===== src/rtl/spi_dac_receiver.sv =====
// spi_dac_receiver
//   SPI responder modelling the target of the DAC write path. A WIDTH-bit,
//   LSB-first word framed by CSn is shifted in on SCK rising edges. A good
//   frame is latched into the input register, and an LDAc falling edge copies
//   the input register into the output (DAC) register. All SPI pins are
//   asynchronous to clk and are oversampled through synchronizers.
//
// Ports
//   clk        system clock, pin oversampling clock
//   rst_l      asynchronous active-low reset
//   SCK        SPI clock from controller (async)
//   SDI        serial data from controller, LSB first (async)
//   CSn        frame select, active low (async)
//   LDAc       load DAC, active low, falling-edge triggered (async)
//   CLRn       clear, active low, level sensitive (async, sampled)
//   SDO        readback of the input register held at frame start, LSB first
//   dac_code   output (DAC) register
//   input_word input register (last good frame)
//   word_valid one-clk pulse: good frame latched into input_word
//   frame_err  one-clk pulse: frame ended with bit count != WIDTH
//   dac_update one-clk pulse: dac_code loaded
//   busy       high while a frame is open
module spi_dac_receiver #(
    parameter int WIDTH       = 16,
    parameter int SYNC_STAGES = 2
) (
    input  logic             clk,
    input  logic             rst_l,
    input  logic             SCK,
    input  logic             SDI,
    input  logic             CSn,
    input  logic             LDAc,
    input  logic             CLRn,
    output logic             SDO,
    output logic [WIDTH-1:0] dac_code,
    output logic [WIDTH-1:0] input_word,
    output logic             word_valid,
    output logic             frame_err,
    output logic             dac_update,
    output logic             busy
);

    localparam int              CNT_W   = $clog2(WIDTH + 2);
    localparam logic [CNT_W-1:0] CNT_SAT = CNT_W'(WIDTH + 1);
    localparam logic [CNT_W-1:0] CNT_OK  = CNT_W'(WIDTH);
    // Level-only pins: bit 0 = SDI (idles 0), bit 1 = CLRn (idles 1).
    localparam logic [1:0]      LVL_RST = 2'b10;

    // ------------------------------------------------------------------
    // Pin synchronizers. Edge pins {LDAc, CSn, SCK} get a history flop
    // after the synchronizer; SDI and CLRn are only used as levels.
    // ------------------------------------------------------------------
    logic [2:0] edge_raw;
    logic [2:0] edge_sync;
    logic [2:0] edge_hist;
    logic [1:0] lvl_raw;
    logic [1:0] lvl_sync;

    assign edge_raw = {LDAc, CSn, SCK};
    assign lvl_raw  = {CLRn, SDI};

    for (genvar gi = 0; gi < 3; gi++) begin : g_edge_sync
        logic [SYNC_STAGES-1:0] stage_reg;
        logic                   hist_reg;
        always_ff @(posedge clk or negedge rst_l) begin
            if (!rst_l) begin
                stage_reg <= '1;
                hist_reg  <= 1'b1;
            end else begin
                stage_reg <= {stage_reg[SYNC_STAGES-2:0], edge_raw[gi]};
                hist_reg  <= stage_reg[SYNC_STAGES-1];
            end
        end
        assign edge_sync[gi] = stage_reg[SYNC_STAGES-1];
        assign edge_hist[gi] = hist_reg;
    end

    for (genvar gi = 0; gi < 2; gi++) begin : g_lvl_sync
        logic [SYNC_STAGES-1:0] stage_reg;
        always_ff @(posedge clk or negedge rst_l) begin
            if (!rst_l) begin
                stage_reg <= {SYNC_STAGES{LVL_RST[gi]}};
            end else begin
                stage_reg <= {stage_reg[SYNC_STAGES-2:0], lvl_raw[gi]};
            end
        end
        assign lvl_sync[gi] = stage_reg[SYNC_STAGES-1];
    end

    logic sck_rise, sck_fall, csn_rise, csn_fall, ldac_fall;
    logic sdi_sync, clr_active;

    assign sck_rise   =  edge_sync[0] & ~edge_hist[0];
    assign sck_fall   = ~edge_sync[0] &  edge_hist[0];
    assign csn_rise   =  edge_sync[1] & ~edge_hist[1];
    assign csn_fall   = ~edge_sync[1] &  edge_hist[1];
    assign ldac_fall  = ~edge_sync[2] &  edge_hist[2];
    assign sdi_sync   = lvl_sync[0];
    assign clr_active = ~lvl_sync[1];

    // ------------------------------------------------------------------
    // Frame FSM
    // ------------------------------------------------------------------
    typedef enum logic [1:0] {
        ST_IDLE  = 2'd0,
        ST_SHIFT = 2'd1,
        ST_CHECK = 2'd2
    } state_t;

    state_t state_reg, state_next;

    always_ff @(posedge clk or negedge rst_l) begin
        if (!rst_l) begin
            state_reg <= ST_IDLE;
        end else begin
            state_reg <= state_next;
        end
    end

    // CSn rising in IDLE and CSn falling in CHECK are deliberately dropped.
    always_comb begin
        state_next = state_reg;
        case (state_reg)
            ST_IDLE:  if (csn_fall) state_next = ST_SHIFT;
            ST_SHIFT: if (csn_rise) state_next = ST_CHECK;
            ST_CHECK: state_next = ST_IDLE;
            default:  state_next = ST_IDLE;
        endcase
    end

    logic [CNT_W-1:0] bit_cnt_reg;
    logic             frame_start, sample_en, sdo_step, frame_end;
    logic             check_good, check_bad;

    // While CLRn is held low the CHECK result is thrown away silently.
    always_comb begin
        busy        = (state_reg == ST_SHIFT);
        frame_start = (state_reg == ST_IDLE)  && csn_fall;
        sample_en   = (state_reg == ST_SHIFT) && sck_rise;
        sdo_step    = (state_reg == ST_SHIFT) && sck_fall;
        frame_end   = (state_reg == ST_SHIFT) && csn_rise;
        check_good  = (state_reg == ST_CHECK) && (bit_cnt_reg == CNT_OK) && !clr_active;
        check_bad   = (state_reg == ST_CHECK) && (bit_cnt_reg != CNT_OK) && !clr_active;
    end

    // ------------------------------------------------------------------
    // Datapath
    // ------------------------------------------------------------------
    logic [WIDTH-1:0] shift_reg;
    logic [WIDTH-1:0] sdo_shift_reg;

    // SDO is bit 0 of the readback shifter, which is cleared outside SHIFT.
    assign SDO = sdo_shift_reg[0];

    always_ff @(posedge clk or negedge rst_l) begin
        if (!rst_l) begin
            bit_cnt_reg   <= '0;
            shift_reg     <= '0;
            sdo_shift_reg <= '0;
            input_word    <= '0;
            dac_code      <= '0;
            word_valid    <= 1'b0;
            frame_err     <= 1'b0;
            dac_update    <= 1'b0;
        end else begin
            // Receive shifter: first bit in ends up in bit 0 after WIDTH
            // shifts. The counter saturates so over-long frames never alias
            // back to a legal count.
            if (frame_start) begin
                bit_cnt_reg <= '0;
                shift_reg   <= '0;
            end else if (sample_en) begin
                shift_reg <= {sdi_sync, shift_reg[WIDTH-1:1]};
                if (bit_cnt_reg != CNT_SAT) begin
                    bit_cnt_reg <= bit_cnt_reg + CNT_W'(1);
                end
            end

            if (frame_start) begin
                sdo_shift_reg <= input_word;
            end else if (frame_end) begin
                sdo_shift_reg <= '0;
            end else if (sdo_step) begin
                sdo_shift_reg <= {1'b0, sdo_shift_reg[WIDTH-1:1]};
            end

            if (clr_active) begin
                input_word <= '0;
            end else if (check_good) begin
                input_word <= shift_reg;
            end

            // An LDAc edge coinciding with the CHECK write forwards the new
            // word rather than the stale input register.
            if (clr_active) begin
                dac_code <= '0;
            end else if (ldac_fall) begin
                dac_code <= check_good ? shift_reg : input_word;
            end

            word_valid <= check_good;
            frame_err  <= check_bad;
            dac_update <= ldac_fall && !clr_active;
        end
    end

endmodule


===== config.mk =====
export PLATFORM = sky130hd
export DESIGN_NAME = spi_dac_receiver
export DESIGN_NICKNAME = d
export VERILOG_FILES = /design/src/rtl/spi_dac_receiver.sv
export SDC_FILE = /design/constraint.sdc
export NUM_CORES = 1
export LEC_CHECK = 0
export CAP_MARGIN = 20
export CORE_ASPECT_RATIO = 0.7
export CORE_MARGIN = 1.5
export CORE_UTILIZATION = 55
export CTS_CLUSTER_DIAMETER = 100
export DETAILED_ROUTE_END_ITERATION = 8
export PLACE_DENSITY = 0.88
export SLEW_MARGIN = 0
export SYNTH_ARGS = -nofsm -noshare
export SYNTH_HDL_FRONTEND = slang
export SYNTH_SLANG_ARGS = --single-unit

===== constraint.sdc =====
create_clock -name clk -period 1.9 [get_ports clk]
set_input_delay 0.38 -clock clk [delete_from_list [all_inputs] [get_ports clk]]
set_output_delay 0.38 -clock clk [all_outputs]
set_load 0.05 [all_outputs]

==> impl_metrics.env <==
export IMPL_synthAdderAreaFrac_pct=1.012
export IMPL_setup_viol=0
export IMPL_drc=0
export IMPL_synth_xor_area_share_pct=0
export IMPL_clock_sinks=87
export IMPL_swShare_pct=27.06
export IMPL_htreeDepth=3
export IMPL_grt_util_met3_pct=8.585
export IMPL_grt_max_degree=44
export IMPL_synth_seq_cells=87
export IMPL_max_slew_worst_pin_slew_ns=0.5199
export IMPL_grt_busiest_layer="met2"
export IMPL_syn_num_nets=344
export IMPL_async_flop_share_pct=100.0
export IMPL_yosys_warnings=0
export IMPL_intPower_uw=3048
export IMPL_cp_data_required_time_ns=2.18
export IMPL_ir_drop_mv=0.3962
export IMPL_clk_pin_slew_worst_paths_ns=0.08
export IMPL_slew_violations=0
export IMPL_antenna_cells=0
export IMPL_syn_area_per_cell_um2=11.11
export IMPL_timing_final_crit_share_pct=92.35
export IMPL_ys_flop_type="dfrtp_1"
export IMPL_hp_class="reg -> reg"
export IMPL_area_delta_synth_final_pct=19.12
export IMPL_path_buf_inv=0
export IMPL_die_width_um=101.2
export IMPL_root_buffer="clkbuf_8"
export IMPL_syn_area_um2=3710
export IMPL_synth_most_common_cell="dfrtp_1"
export IMPL_hold_viol=0
export IMPL_comb_power_share_pct=16.0
export IMPL_ys_top_cells_by_count="dfrtp_1 (76), nand2_1 (52), o21ai_0 (36)"
export IMPL_ios=44
export IMPL_met1_usage_pct=37.95
export IMPL_clkPwrFrac_pct=31.9
export IMPL_die_h_um=71.72
export IMPL_yosys_cell_types_count=33
export IMPL_crit_path_max_fanout=19
export IMPL_cts_made_buffers=9
export IMPL_max_slew_margin_pct=65.28
export IMPL_cts_buffer_depth=2
export IMPL_drt_pass1_iter_count=5
export IMPL_grt_pass1_wl_mm=14.32
export IMPL_cellLeakagePower_uw=0.001999
export IMPL_grt_util_met2_pct=38.40
export IMPL_finalNetCount=386
export IMPL_power_total_uw=4179
export IMPL_synthTopCellsByArea="dfrtp_1 (51%), dfstp_2 (7.8%), nand2_1 (5.3%)"
export IMPL_power_switching_uw=1131
export IMPL_viasPerCell=6.104
export IMPL_worstPathArrival_ns=2.03
export IMPL_min_period_ns=1.755
export IMPL_synth_simple_area_share_pct=13.19
export IMPL_setup_tns_ns=0
export IMPL_synth_top_area_share_pct=51.26
export IMPL_avgRoutedWirePerCell_um=18.32
export IMPL_yosysSeqAreaShare_pct=59.06
export IMPL_worstSetupEndpointType="register"
export IMPL_std_cell_rows=24
export IMPL_vias=2881
export IMPL_cpLargestDelayFamily="simple AND/OR/NAND/NOR gates"
export IMPL_synth_top_family_by_area="compound AO/OA/AOI/OAI gates"
export IMPL_synth_top_cell_by_area="dfrtp_1"
export IMPL_crit_type="reg -> reg"
export IMPL_preCtsSetupSlack_ns=0.1645
export IMPL_cpMaxStageDelayCell="or4b_4"
export IMPL_initial_utilization_pct=58.27
export IMPL_clk_latency_ns=0.36
export IMPL_timing_fmax_mhz=569.9
export IMPL_synth_enable_flop_cells=0
export IMPL_numPortBuffers=43
export IMPL_rsz0062_at_grt="no"
export IMPL_core_area_um2=6366
export IMPL_design_die_area_um2=7255
export IMPL_max_stage_delay_ns=0.73
export IMPL_fin_skew_ns=0.01064
export IMPL_hpwlAfterDp_mm=5.585
export IMPL_synth_compound_area_share_pct=21.45
export IMPL_drive_gt1_share_pct=21.52
export IMPL_status="complete, no violations"
export IMPL_synthMuxAreaShare_pct=0.8094
export IMPL_p_seq_share_pct=52.1
export IMPL_crit_path_start_kind="register"
export IMPL_path_cells="or4b_4 -> nand3_4 -> a2bb2oi_1"
export IMPL_dr_first_iter_drc_count=358
export IMPL_grt_pass1_vias=2760
export IMPL_powerDensity_nw_per_um2=945.6
export IMPL_wl_mm=8.645
export IMPL_globalRouteTotalUtil_pct=26.20
export IMPL_cap_violations=0
export IMPL_antenna_found_initial=0
export IMPL_setup_ws_ns=0.1453
export IMPL_cts_tree="built"
export IMPL_place_congestion=0.7722
export IMPL_ant_nets=0
export IMPL_overflow=0
export IMPL_synthCells=334
==> path summary, 6_finish.rpt <==
check / start / end / slack [ns] / cells after the start
setup / recovery: state_reg[0] / sdo_shift_reg[9] / 0.15 / 3
hold / removal: g_edge_sync[2].stage_reg[0] / g_edge_sync[2].stage_reg[1] / 0.36 / 0
setup reg to reg: state_reg[0] / sdo_shift_reg[9] / 0.15 / 3
hold reg to reg: g_edge_sync[2].stage_reg[0] / g_edge_sync[2].stage_reg[1] / 0.36 / 0
max in group asynchronous: rst_l / g_lvl_sync[1].stage_reg[0] / 0.78 / 3
min in group asynchronous: rst_l / dac_code[10] / 0.47 / 2
==> layout by cell type, fill, tap and decap left out, drive strengths merged, types with 8 or more instances in the layout <==
cell type / synthesis / routed
dfrtp: 76 / 76
nand2: 52 / 52
buf: 10 / 41
o21ai: 36 / 36
nand3: 20 / 20
a21oi: 19 / 19
a31oi: 16 / 16
a21boi: 16 / 16
o211ai: 15 / 15
a2bb2oi: 15 / 15
clkbuf: 18 / 13
dfstp: 11 / 11
dlygate4sd2: 0 / 8
==> final cells by class <==
type                    count  area, um^2
flip-flops and latches     87        2191
fillers                   461        1947
multi-input cells         214        1361
repair buffers             59       525.5
clock buffers              13       168.9
well taps                  91       113.9
clock inverters             3       40.04
inverters                   5       18.77
==> per-layer routing <==
metal | vias to the layer above | wire, um
met2 | 121 | 4054
met3 | 14 | 730
li1 | 1277 | -
met5 | - | 0
met4 | 0 | 88
met1 | 1469 | 3772
==> repair_timing <==
item                       4_1_cts  5_1_grt
hold buffers                     1        0
buffers inserted                 0        0
setup endpoints to repair        8        5
hold endpoints to repair        18        0
resized for setup                8        5
==> through the flow <==
| step | area [um^2] | utilization, % | hold WS (ns) | instances |
|---|---|---|---|---|
| finish | 4419 | 69.42 | 0.3567 | 472 |
| global route | 4419 | 69.42 | 0.3625 | 472 |
| CTS | 4409 | 69.26 | 0.3574 | 472 |
| detailed placement | 4200 | 65.98 | 0.3036 | 455 |
| global placement | 4200 | 65.98 | 0.2996 | 455 |
| floorplan | 3710 | - | 0.08441 | 334 |
==> cells by family after synthesis <==
group,Yosys count
buffers and inverters,33
and+or+nand+nor,91
DFF,87
adders and majority gates,3
muxes,3
AOI/OAI and AO/OA,117
==> power groups by stage <==
stage,logic (uW),registers [uW],clock network (uW)
2_1_floorplan,413,2250,0
6_report,669,2180,1330
5_1_grt,723,2190,1430
3_5_place_dp,674,2210,0
3_3_place_gp,646,2190,0
4_1_cts,671,2170,1340
(Power assumes the default switching activity.)
